===== src/rtl/ball_pkg.sv =====
// rtl/ball_pkg.sv - shared types, widths and fixed-point helpers for the ball motion engine
package ball_pkg;

  localparam int FRAC_BITS = 6;
  localparam int PIX_W     = 11;
  localparam int SPD_W     = 12;
  localparam int POS_W     = PIX_W + FRAC_BITS + 1;

  typedef enum logic [1:0] {
    ST_IDLE,
    ST_SWEEP,
    ST_DONE
  } sweep_state_t;

  typedef struct packed {
    logic                    active;
    logic signed [POS_W-1:0] x;
    logic signed [POS_W-1:0] y;
    logic signed [SPD_W-1:0] vx;
    logic signed [SPD_W-1:0] vy;
  } ball_state_t;

  function automatic logic signed [POS_W-1:0] px_to_pos(input logic [PIX_W-1:0] px);
    return {1'b0, px, {FRAC_BITS{1'b0}}};
  endfunction

  // Positions are clamped to >= 0, so the sign bit is always clear here.
  function automatic logic [PIX_W-1:0] pos_to_px(input logic signed [POS_W-1:0] pos);
    return pos[FRAC_BITS +: PIX_W];
  endfunction

  function automatic logic signed [POS_W-1:0] spd_to_pos(input logic signed [SPD_W-1:0] spd);
    return {{(POS_W-SPD_W){spd[SPD_W-1]}}, spd};
  endfunction

endpackage


===== src/rtl/ball_step.sv =====
// rtl/ball_step.sv - combinational single-ball update: move, gravity, wall clamp, floor rebound
// BALL_FIXED_REBOUND_EN selects a constant floor rebound speed instead of an elastic one.
module ball_step
  import ball_pkg::*;
#(
  parameter int X_MAX         = 639,
  parameter int Y_MAX         = 479,
  parameter int GRAVITY       = 1,
  parameter int REBOUND_SPEED = 448
) (
  input  ball_state_t cur,
  output ball_state_t nxt
);

  localparam logic signed [POS_W-1:0] XLIM     = POS_W'(X_MAX * (2 ** FRAC_BITS));
  localparam logic signed [POS_W-1:0] YLIM     = POS_W'(Y_MAX * (2 ** FRAC_BITS));
  localparam logic signed [SPD_W:0]   GRAV     = (SPD_W+1)'(GRAVITY);
  localparam logic signed [SPD_W:0]   SPD_MAX  = (SPD_W+1)'(2 ** (SPD_W-1) - 1);
  localparam logic signed [SPD_W-1:0] FLOOR_VY = SPD_W'(-REBOUND_SPEED);
`ifdef BALL_FIXED_REBOUND_EN
  localparam bit FIXED_REBOUND = 1'b1;
`else
  localparam bit FIXED_REBOUND = 1'b0;
`endif

  logic signed [POS_W-1:0] nx;
  logic signed [POS_W-1:0] ny;
  logic signed [SPD_W:0]   vy_grav;
  logic signed [SPD_W-1:0] floor_vy;

  always_comb begin
    nxt      = cur;
    nx       = cur.x + spd_to_pos(cur.vx);
    ny       = cur.y + spd_to_pos(cur.vy);
    vy_grav  = {cur.vy[SPD_W-1], cur.vy} + GRAV;
    floor_vy = FIXED_REBOUND ? FLOOR_VY : -cur.vy;
    if (cur.active) begin
      nxt.x  = nx;
      nxt.y  = ny;
      nxt.vy = (vy_grav > SPD_MAX) ? SPD_MAX[SPD_W-1:0] : vy_grav[SPD_W-1:0];
      if (nx <= 0 && cur.vx < 0) begin
        nxt.x  = '0;
        nxt.vx = -cur.vx;
      end else if (nx >= XLIM && cur.vx > 0) begin
        nxt.x  = XLIM;
        nxt.vx = -cur.vx;
      end
      // A bounce replaces the gravity-updated speed for this frame.
      if (ny <= 0 && cur.vy < 0) begin
        nxt.y  = '0;
        nxt.vy = -cur.vy;
      end else if (ny >= YLIM && cur.vy > 0) begin
        nxt.y  = YLIM;
        nxt.vy = floor_vy;
      end
    end
  end

endmodule


===== src/rtl/ball_motion_engine.sv =====
// rtl/ball_motion_engine.sv - multi-ball trajectory engine sweeping all slots once per frame
// Floor rebound mode is chosen inside ball_step by BALL_FIXED_REBOUND_EN.
module ball_motion_engine
  import ball_pkg::*;
#(
  parameter int  NUM_BALLS     = 4,
  parameter int  X_MAX         = 639,
  parameter int  Y_MAX         = 479,
  parameter int  GRAVITY       = 1,
  parameter int  REBOUND_SPEED = 448,
  localparam int IDX_W         = (NUM_BALLS > 1) ? $clog2(NUM_BALLS) : 1
) (
  input  logic                              clk,
  input  logic                              resetN,
  input  logic                              startOfFrame,
  input  logic                              spawnReq,
  input  logic [IDX_W-1:0]                  spawnIdx,
  input  logic [PIX_W-1:0]                  spawnX,
  input  logic [PIX_W-1:0]                  spawnY,
  input  logic signed [SPD_W-1:0]           spawnXspeed,
  input  logic signed [SPD_W-1:0]           spawnYspeed,
  input  logic                              killReq,
  input  logic [IDX_W-1:0]                  killIdx,
  output logic [NUM_BALLS-1:0]              active,
  output logic [NUM_BALLS-1:0][PIX_W-1:0]   topLeftX,
  output logic [NUM_BALLS-1:0][PIX_W-1:0]   topLeftY,
  output logic                              busy,
  output logic                              frameDone,
  output logic                              overrun
);

  sweep_state_t     state_q, state_d;
  logic [IDX_W-1:0] idx_q, idx_d;
  logic             overrun_q, overrun_d;
  ball_state_t      balls_q [NUM_BALLS];
  ball_state_t      balls_d [NUM_BALLS];
  ball_state_t      step_in, step_out;

  assign step_in = balls_q[idx_q];

  ball_step #(
    .X_MAX         (X_MAX),
    .Y_MAX         (Y_MAX),
    .GRAVITY       (GRAVITY),
    .REBOUND_SPEED (REBOUND_SPEED)
  ) u_step (
    .cur (step_in),
    .nxt (step_out)
  );

  always_comb begin
    state_d   = state_q;
    idx_d     = idx_q;
    overrun_d = overrun_q | (startOfFrame && state_q != ST_IDLE);
    balls_d   = balls_q;
    case (state_q)
      ST_IDLE: begin
        if (startOfFrame) begin
          state_d = ST_SWEEP;
          idx_d   = '0;
        end
      end
      ST_SWEEP: begin
        balls_d[idx_q] = step_out;
        if (idx_q == IDX_W'(NUM_BALLS - 1)) state_d = ST_DONE;
        else                                idx_d   = idx_q + 1'b1;
      end
      default: state_d = ST_IDLE;
    endcase
    // Host requests are applied after the sweep write so they win; kill goes last so it wins over spawn.
    if (spawnReq && int'(spawnIdx) < NUM_BALLS) begin
      balls_d[spawnIdx].active = 1'b1;
      balls_d[spawnIdx].x      = px_to_pos(spawnX);
      balls_d[spawnIdx].y      = px_to_pos(spawnY);
      balls_d[spawnIdx].vx     = spawnXspeed;
      balls_d[spawnIdx].vy     = spawnYspeed;
    end
    if (killReq && int'(killIdx) < NUM_BALLS) begin
      balls_d[killIdx]        = balls_q[killIdx];
      balls_d[killIdx].active = 1'b0;
    end
  end

  always_ff @(posedge clk or negedge resetN) begin
    if (!resetN) begin
      state_q   <= ST_IDLE;
      idx_q     <= '0;
      overrun_q <= 1'b0;
      for (int i = 0; i < NUM_BALLS; i++) balls_q[i] <= '0;
    end else begin
      state_q   <= state_d;
      idx_q     <= idx_d;
      overrun_q <= overrun_d;
      for (int i = 0; i < NUM_BALLS; i++) balls_q[i] <= balls_d[i];
    end
  end

  always_comb begin
    for (int i = 0; i < NUM_BALLS; i++) begin
      active[i]   = balls_q[i].active;
      topLeftX[i] = pos_to_px(balls_q[i].x);
      topLeftY[i] = pos_to_px(balls_q[i].y);
    end
  end

  assign busy      = (state_q != ST_IDLE);
  assign frameDone = (state_q == ST_DONE);
  assign overrun   = overrun_q;

endmodule


===== config.mk =====
export PLATFORM = sky130hd
export DESIGN_NAME = ball_motion_engine
export DESIGN_NICKNAME = d
export VERILOG_FILES = /design/src/rtl/ball_pkg.sv /design/src/rtl/ball_step.sv /design/src/rtl/ball_motion_engine.sv
export SDC_FILE = /design/constraint.sdc
export NUM_CORES = 1
export LEC_CHECK = 0
export ABC_AREA = 1
export CORE_ASPECT_RATIO = 0.6
export CORE_UTILIZATION = 25
export DETAILED_ROUTE_END_ITERATION = 16
export MAX_ROUTING_LAYER = met4
export PLACE_DENSITY_LB_ADDON = 0.05
export SLEW_MARGIN = 20
export SYNTH_ARGS = -nofsm -noshare
export SYNTH_HDL_FRONTEND = slang
export SYNTH_SLANG_ARGS = --single-unit

===== constraint.sdc =====
create_clock -name clk -period 5.3 [get_ports clk]
set_input_delay 1.06 -clock clk [delete_from_list [all_inputs] [get_ports clk]]
set_output_delay 1.06 -clock clk [all_outputs]
set_load 0.05 [all_outputs]

==> results of run 1 <==
-- sequential cells by signal, summed over array words and instances (netlist names) --
signal / count
balls_q: 152
topLeftX: 44
topLeftY: 44
active: 4
idx_q: 2
state_q: 2
overrun: 1
-- routing by layer --
layer	wire, um	track usage, %	up-vias
li1	-	-	11426
met1	57140	39.38	11982
met2	45100	35.47	1049
met3	9222	4.387	112
met4	1401	4.113	0
met5	0	-	-
-- kinds of logic (layout without fill, tap and decap cells) --
kind of cell,count (synthesis),after routing,synth area share (%)
fa+ha+maj,44,44,2.613
simple gates,1696,1696,31.43
flops,249,249,28.79
buf+inv,612,638,12.85
other cells,0,1,0
xor+xnor,19,19,0.8038
compound gates,894,894,23.51
-- layout by cell type, fill, tap and decap left out, types with 28 or more instances in the layout --
master,netlist,final
a21oi_1,408,408
a22oi_1,63,63
buf_4,96,114
clkbuf_16,0,34
clkdlybuf4s50_1,0,148
dfrtp_1,249,247
ha_1,42,42
inv_1,286,282
nand2_1,1313,1309
nand2_2,26,28
nand3_1,107,107
nor2_1,181,174
o21ai_0,209,209
o21ai_1,52,49
o22ai_1,65,65
-- final cells by class --
| type | instances | area, sq um | area share (%) |
|---|---|---|---|
| Antenna cell | 1 | 2.502 | 0.009942 |
| Clock buffer | 48 | 943.4 | 3.748 |
| Clock inverter | 8 | 62.56 | 0.2486 |
| Inverter | 307 | 1160 | 4.608 |
| Multi-Input combinational cell | 2653 | 12740 | 50.63 |
| Sequential cell | 249 | 6236 | 24.78 |
| Tap cell | 1147 | 1435 | 5.702 |
| Timing Repair Buffer | 275 | 2587 | 10.28 |
-- worst max-delay path: cells and delay by family, from the launching register on --
family | cells | cell delay (ns)
AND/OR/NAND/NOR | 13 | 1.68
AO/OA/AOI/OAI | 5 | 0.73
buffers and inverters | 4 | 0.70
adder cells (fa/ha/maj) | 2 | 0.77
XOR/XNOR | 1 | 0.38
flip-flops | 1 | 0.66
-- metrics by stage --
step | std cells | hold slack (ns) | setup WS, ns
after global placement | 4630 | 0.4748 | 0.2027
after global routing | 4687 | 0.5236 | 0.01551
after detailed placement | 4630 | 0.4667 | 0.1674
final | 4688 | 0.4791 | 0.2111
after floorplan | 3514 | 0.5257 | 0.9718
after CTS | 4686 | 0.4866 | 0.1251
-- worst paths after layout --
| path | startpoint | endpoint | slack (ns) | depth (start not counted) |
|---|---|---|---|---|
| worst max-delay path | idx_q[0] | balls_q[103] | 0.21 | 25 |
| worst min-delay path | overrun | overrun | 0.48 | 1 |
| worst max register to register | idx_q[0] | balls_q[103] | 0.21 | 25 |
| worst min register to register | overrun | overrun | 0.48 | 1 |
| max in group asynchronous | resetN | topLeftX[8] | 3.72 | 2 |
| min in group asynchronous | resetN | topLeftY[14] | 0.49 | 1 |
-- repair_timing --
| action | in CTS | in global routing |
|---|---|---|
| buffers inserted | 0 | 1 |
| resized for setup | 0 | 5 |
| setup endpoints to repair | 0 | 49 |
| hold endpoints to repair | 0 | 0 |
==> qor.csv, run 1 <==
metric,value,unit
1st-iter DRT viols,2712,
Worst path max stage delay,0.66,ns
synthesis-stage register bit count,249,
clk sink count,249,
"area leader, netlist",dfrtp_1,
Overall Global Routing Usage,25.89,%
largest net degree at the start of global routing,95,
vias per cell,5.241,
Final Cycle Share,96.02,%
maximum clock path buffer count,3,
most common cell in the netlist,nand2_1,
DP HPWL,73670,um
CP arrival,5.53,ns
Post-synth top cells,"nand2_1, a21oi_1, inv_1",
top post-synthesis cells by area,"dfrtp_1, nand2_1, a21oi_1",
Peak Freq,0.1965,GHz
Post-synth EDFFs,0,
WS Path Type,flop to flop,
Worst Path Required,5.75,ns
status,finished clean,
H-Tree Depth,2,
share of cells above drive strength 1,7.966,%
RePlAce Congestion,0.9166,
# setup viols final,0,
"Core Util, Final",29.41,%
clock skew,0.03204,ns
placed cell area,24120,sq um
CTS buffer count,34,
Tmin final,5.089,ns
total wire length,112900,um
final hold violations,0,
Synthesized Nets,3613,
unrepaired setup endpoints after global routing,no,
max_slew headroom,28.07,%
core area,85570,sq um
Layout area overhead,16.31,%
TNS Setup,0,ns
DRT antenna net count,0,
WL/cell,24.08,um
first-pass GRT wire length,164200,um
initial core utilization,25.29,%
Yosys cell types,52,
Max Slew Vio Count,0,
ys async rst share,100.0,%
main flop type after synthesis,dfrtp_1,
"Seq/Total Area, Yosys",28.79,%
HP Class,flop to flop,
root buffer cell,clkbuf_16,
initial antenna violation count,0,
Worst-Margin Slew,1.079,ns
Port Buffers,149,
Die H,229.9,um
DRC Markers,0,
design area,25170,sq um
Worst-Skew Late Latency,0.59,ns
post-synth top area share,28.79,%
die area,87780,sq um
I/O pins,150,
Setup crit end kind,flop,
FP Rows,83,
Die X-Extent,381.8,um
Mapped Cells,3514,
Crit-path slowest cell,dfrtp_4,
Fill cells,9496,
Final nets,3619,
synth warn,0,
Startpoint Class,flop,
"Reg clk slew, reported paths",0.06,ns
vias in the first global route,22979,
cell seen most often among critical-path stages,nand2_1,
Mapped Area,21640,sq um
Max Cap Viol,0,
Synth Area per Inst,6.158,sq um
CTS Hold Buffers Added,0,
via count,24569,
GR Overflow Total,0,
critical-path maximum fanout,16,
DR pass1 iterations,6,
CTS tree,built,
Power of run 1 is not shown: default switching activity piles up to over one toggle a cycle in this logic, so the estimate is an artifact.
==> inputs of run 2 (changes only) <==
--- a/config.mk
+++ b/config.mk
@@ -7,10 +7,11 @@
 export LEC_CHECK = 0
 export ABC_AREA = 1
 export CORE_ASPECT_RATIO = 0.6
+export CORE_MARGIN = 3
 export CORE_UTILIZATION = 25
 export DETAILED_ROUTE_END_ITERATION = 16
 export MAX_ROUTING_LAYER = met4
-export PLACE_DENSITY_LB_ADDON = 0.05
+export PLACE_DENSITY = 0.49
 export SLEW_MARGIN = 20
 export SYNTH_ARGS = -nofsm -noshare
 export SYNTH_HDL_FRONTEND = slang
==> qor.csv, run 2 (synthesis results as in run 1) <==
metric,value,unit,change
status,finished clean,,unchanged
HP Class,input pin to asynchronous set/reset pin,,was flop to flop
"Reg clk slew, reported paths",0.06,ns,about the same
core area,84640,sq um,was 85570 sq um
Worst Path Required,5.81,ns,was 5.75 ns
CP bufs+invs,5,,was 4
die area,90240,sq um,was 87780 sq um
final hold violations,0,,unchanged
cell seen most often among critical-path stages,nand2_1,,unchanged
Setup crit end kind,flop,,unchanged
I/O pins,150,,unchanged
CTS tree,built,,unchanged
Die X-Extent,385.8,um,was 381.8 um
1st-iter DRT viols,2800,,was 2712
root buffer cell,clkbuf_16,,unchanged
WS Path Type,flop to flop,,unchanged
RePlAce Congestion,0.9761,,was 0.9166
clock skew,0.03910,ns,was 0.03204 ns
H-Tree Depth,1,,was 2
critical-path maximum fanout,35,,was 16
Largest Register,balls_q,,unchanged
"commonest cells after routing, fill and taps aside","nand2_1, a21oi_1, inv_1",,unchanged
Die H,233.9,um,was 229.9 um
CP arrival,5.35,ns,was 5.53 ns
Final Cycle Share,91.31,%,was 96.02%
Max Slew Vio Count,0,,unchanged
Worst-Skew Late Latency,0.64,ns,was 0.59 ns
Worst-Margin Slew,1.156,ns,was 1.079 ns
unrepaired setup endpoints after global routing,no,,unchanged
DP HPWL,66030,um,was 73670 um
CTS buffer count,30,,was 34
TNS Setup,0,ns,unchanged
Startpoint Class,flop,,unchanged
DRT antenna net count,0,,unchanged
vias per cell,5.200,,was 5.241
DRC Markers,0,,unchanged
CP top delay family,simple AND/OR/NAND/NOR gates,,unchanged
FP Rows,82,,was 83
final worst slack,0.4608,ns,was 0.2111 ns
initial core utilization,25.57,%,was 25.29%
number of diodes,0,,was 1
initial antenna violation count,0,,unchanged
dpl ws,0.4047,ns,was 0.1674 ns
Max Cap Viol,0,,unchanged
# setup viols final,0,,unchanged
Peak Freq,0.2066,GHz,was 0.1965 GHz
total wire length,100800,um,was 112900 um
design area,24730,sq um,was 25170 sq um
Worst path max stage delay,0.51,ns,was 0.66 ns
first-pass GRT wire length,149900,um,was 164200 um
Port Buffers,149,,unchanged
largest net degree at the start of global routing,102,,was 95
vias in the first global route,22063,,was 22979
Tmin final,4.839,ns,was 5.089 ns
GR Overflow Total,0,,unchanged
"most common cell after layout, fill and taps aside",nand2_1,,unchanged
DR pass1 iterations,6,,unchanged
Overall Global Routing Usage,22.44,%,was 25.89%
Crit-path slowest cell,dfrtp_4,,unchanged
placed cell area,23720,sq um,was 24120 sq um
max FFs per register,152,,unchanged
Final nets,3565,,was 3619
"critical path, cell by cell","inv_4, buf_12, nand2_1, nand3_1, nand2_2, inv_1, ha_1, nand2_1, inv_1, a21oi_1, nand2_1, nand2_1, nand2_1, a21oi_1, xor2_1, nand2_1, nand2_2, nand2_2, o21ai_1, inv_1, o21ai_0, nand2_1, o21ai_0",,
max_slew headroom,22.95,%,was 28.07%
share of cells above drive strength 1,6.537,%,was 7.966%
via count,24035,,was 24569
maximum clock path buffer count,3,,unchanged
Layout area overhead,14.26,%,was 16.31%
postcts setup bufs,0,,unchanged
WL/cell,21.81,um,was 24.08 um
clk sink count,249,,unchanged
==> run 2: final timing paths <==
path                               start            to  slack [ns]  depth (start not counted)
worst max-delay path            idx_q[0]  topLeftY[19]        0.46                         23
max in group asynchronous         resetN      idx_q[0]        3.63                          2
worst min register to register   overrun       overrun        0.48                          1
min in group clk                 overrun       overrun        0.48                          1
worst max register to register  idx_q[0]  topLeftY[19]        0.46                         23
worst min-delay path              resetN  balls_q[199]        0.44                          1
==> run 2: final cells by class <==
type,instances,area (sq um)
fill,9450,59920
clock buffer,47,895.9
multi-input combinational,2653,12730
tap,1134,1419
clock inverter,7,88.84
timing repair buffer,225,2196
sequential,249,6236
inverter,307,1161
==> run 2: worst register-to-register path: stages, from the launching register on <==
cell and delay, ns:
dfrtp_4 0.51, inv_4 0.27, buf_12 0.26, nand2_1 0.08, nand3_1 0.08, nand2_2 0.17, inv_1 0.25, ha_1 0.34
nand2_1 0.15, inv_1 0.06, a21oi_1 0.18, nand2_1 0.10, nand2_1 0.11, nand2_1 0.08, a21oi_1 0.36, xor2_1 0.31
nand2_1 0.13, nand2_2 0.16, nand2_2 0.20, o21ai_1 0.48, inv_1 0.16, o21ai_0 0.17, nand2_1 0.06, o21ai_0 0.06
==> run 2: what timing repair did <==
item,4_1_cts,5_1_grt
setup endpoints to repair,0,32
gates resized for setup,0,4
hold buffers,0,0
==> run 2: stage by stage <==
step / std cells / hold slack (ns) / utilization [%]
2_1_floorplan: 3514 / 0.5257 / -
3_3_place_gp: 4568 / 0.4620 / 28.03
3_5_place_dp: 4568 / 0.4713 / 28.03
4_1_cts: 4622 / 0.4491 / 29.19
5_1_grt: 4622 / 0.4884 / 29.21
6_report: 4622 / 0.4369 / 29.21
==> run 2: routing by layer <==
metal	part of all wire [%]	vias up	wire [um]	GRT usage [%]
li1	-	11328	-	-
met5	0	-	0	-
met2	39	1326	39450	30.16
met4	2.0	0	1986	4.060
met1	48	11256	48040	33.49
met3	11	125	11320	5.579
Power of run 2 is left out for the same reason.
==> inputs of run 3 (changes only) <==
--- a/config.mk
+++ b/config.mk
@@ -10,6 +10,7 @@
 export CORE_MARGIN = 3
 export CORE_UTILIZATION = 25
 export DETAILED_ROUTE_END_ITERATION = 16
+export HOLD_SLACK_MARGIN = 0.15
 export MAX_ROUTING_LAYER = met4
 export PLACE_DENSITY = 0.49
 export SLEW_MARGIN = 20
==> constraint.sdc (replaced) <==
create_clock -name clk -period 5.95 [get_ports clk]
set_input_delay 1.19 -clock clk [delete_from_list [all_inputs] [get_ports clk]]
set_output_delay 1.19 -clock clk [all_outputs]
set_load 0.05 [all_outputs]
==> qor.csv, run 3 (synthesis results as in run 1) <==
metric,value,unit,change
CTS resizes,0,,unchanged
Peak Freq,0.1925,GHz,was 0.2066 GHz
initial antenna violation count,0,,unchanged
via count,23945,,was 24035
Top Metal Used,met4,,unchanged
Worst path max stage delay,0.57,ns,was 0.51 ns
WL/cell,21.45,um,was 21.81 um
WS Path Type,flop to flop,,unchanged
Max Slew Vio Count,0,,unchanged
first-pass GRT wire length,147000,um,was 149900 um
Die H,233.9,um,unchanged
maximum clock path buffer count,3,,unchanged
DP HPWL,65000,um,was 66030 um
critical-path maximum fanout,114,,was 35
CTS tree,built,,unchanged
share of cells above drive strength 1,6.169,%,was 6.537%
GR Overflow Total,0,,unchanged
Worst-Skew Late Latency,0.62,ns,was 0.64 ns
Tmin final,5.194,ns,was 4.839 ns
postcts setup bufs,0,,unchanged
1st-iter DRT viols,2569,,was 2800
Overall Global Routing Usage,21.91,%,was 22.44%
"Reg clk slew, reported paths",0.07,ns,was 0.06 ns
DR pass1 iterations,8,,was 6
final hold violations,0,,unchanged
Crit-path slowest cell,ha_1,,was dfrtp_4
status,finished clean,,unchanged
max FFs per register,152,,unchanged
vias per cell,5.202,,was 5.200
FP Rows,82,,unchanged
unrepaired setup endpoints after global routing,no,,unchanged
Worst Path Required,6.50,ns,was 5.81 ns
number of diodes,0,,unchanged
root buffer cell,clkbuf_16,,unchanged
DRC Markers,0,,unchanged
DRT antenna net count,0,,unchanged
wl on met1,47020,um,was 48040 um
total wire length,98750,um,was 100800 um
Worst-Margin Slew,1.107,ns,was 1.156 ns
max_slew headroom,26.20,%,was 22.95%
largest net degree at the start of global routing,115,,was 102
Setup crit end kind,flop,,unchanged
metal2 WL,39300,um,was 39450 um
HP Class,flop to flop,,was input pin to asynchronous set/reset pin
Layout area overhead,13.26,%,was 14.26%
cell seen most often among critical-path stages,nand2_1,,unchanged
RePlAce Congestion,0.9969,,was 0.9761
CTS buffer count,29,,was 30
Die X-Extent,385.8,um,unchanged
Hold Slack,0.5110,ns,was 0.4369 ns
Max Cap Viol,0,,unchanged
Largest Register,balls_q,,unchanged
TNS Setup,0,ns,unchanged
clk sink count,249,,unchanged
Port Buffers,149,,unchanged
"critical path, cell by cell","buf_12, nand2_1, nand3_2, nand2_4, clkinv_1, ha_1, nand2_1, inv_1, nand2_1, nand2_1, a21oi_1, nand2_1, a21oi_1, xor2_1, nand2_1, nand2_2, nand3_2, inv_1, nand2_1, nand2_1, inv_1, o21ai_0, nand2_1, nand2_1",,"was inv_4, buf_12, nand2_1, nand3_1, nand2_2, inv_1, ha_1, nand2_1, inv_1, a21oi_1, nand2_1, nand2_1, nand2_1, a21oi_1, xor2_1, nand2_1, nand2_2, nand2_2, o21ai_1, inv_1, o21ai_0, nand2_1, o21ai_0"
met3 WL,10720,um,was 11320 um
die area,90240,sq um,unchanged
initial core utilization,25.57,%,unchanged
"commonest cells after routing, fill and taps aside","nand2_1, a21oi_1, inv_1",,unchanged
Final Cycle Share,87.30,%,was 91.31%
CP arrival,5.74,ns,was 5.35 ns
Startpoint Class,flop,,unchanged
"most common cell after layout, fill and taps aside",nand2_1,,unchanged
CTS Hold Buffers Added,0,,unchanged
H-Tree Depth,1,,unchanged
vias in the first global route,21785,,was 22063
# setup viols final,0,,unchanged
I/O pins,150,,unchanged
core area,84640,sq um,unchanged
Final nets,3545,,was 3565
clock skew,0.02404,ns,was 0.03910 ns
## run 3: changes by cell type in the layout (fill, tap and decap cells not counted), moves of 4 or more
cell	change
buf_4	-16
clkbuf_8	+4
clkinv_2	+4
clkbuf_1	-7
## run 3: per-stage QoR
stage | instance area (sq um) | setup slack (ns) | std cells | utilization (%)
finish | 24510 | 0.7556 | 4603 | 28.95
detailed placement | 23560 | 0.6387 | 4549 | 27.83
CTS | 24500 | 0.6121 | 4603 | 28.95
global route | 24510 | 0.3260 | 4603 | 28.95
floorplan | 21640 | 1.622 | 3514 | -
global placement | 23560 | 0.6500 | 4549 | 27.83
## run 3: final cells by class
cell class	count	area (sq um)
fill	9475	60140
multi-input combinational	2653	12720
sequential	249	6236
timing repair buffer	206	2024
tap	1134	1419
inverter	307	1161
clock buffer	42	874.6
clock inverter	12	72.57
## run 3: metal layers
metal  GRT usage, %  vias up
met2          29.93     1268
met5              -        -
met1          32.61    11270
met3          5.198      130
li1               -    11277
met4          3.606        0
## run 3: critical path: cells and delay by family, from the launching register on
family,cells,cell delay [ns]
AOI/OAI and AO/OA,3,0.61
xor gates and xnor gates,1,0.31
adders and majority gates,1,0.57
buffers and inverters,5,1.01
DFF,1,0.50
and+or+nand+nor,14,2.01
## run 3: worst paths after layout
check                          from      endpoint  slack [ns]  depth (start not counted)
setup / recovery           idx_q[0]  topLeftY[20]        0.76                         24
setup reg to reg           idx_q[0]  topLeftY[20]        0.76                         24
hold / removal              overrun       overrun        0.51                          1
hold reg to reg             overrun       overrun        0.51                          1
min in group asynchronous    resetN   balls_q[21]        0.60                          1
max in group asynchronous    resetN      idx_q[0]        4.23                          2
Power of run 3 is left out for the same reason.
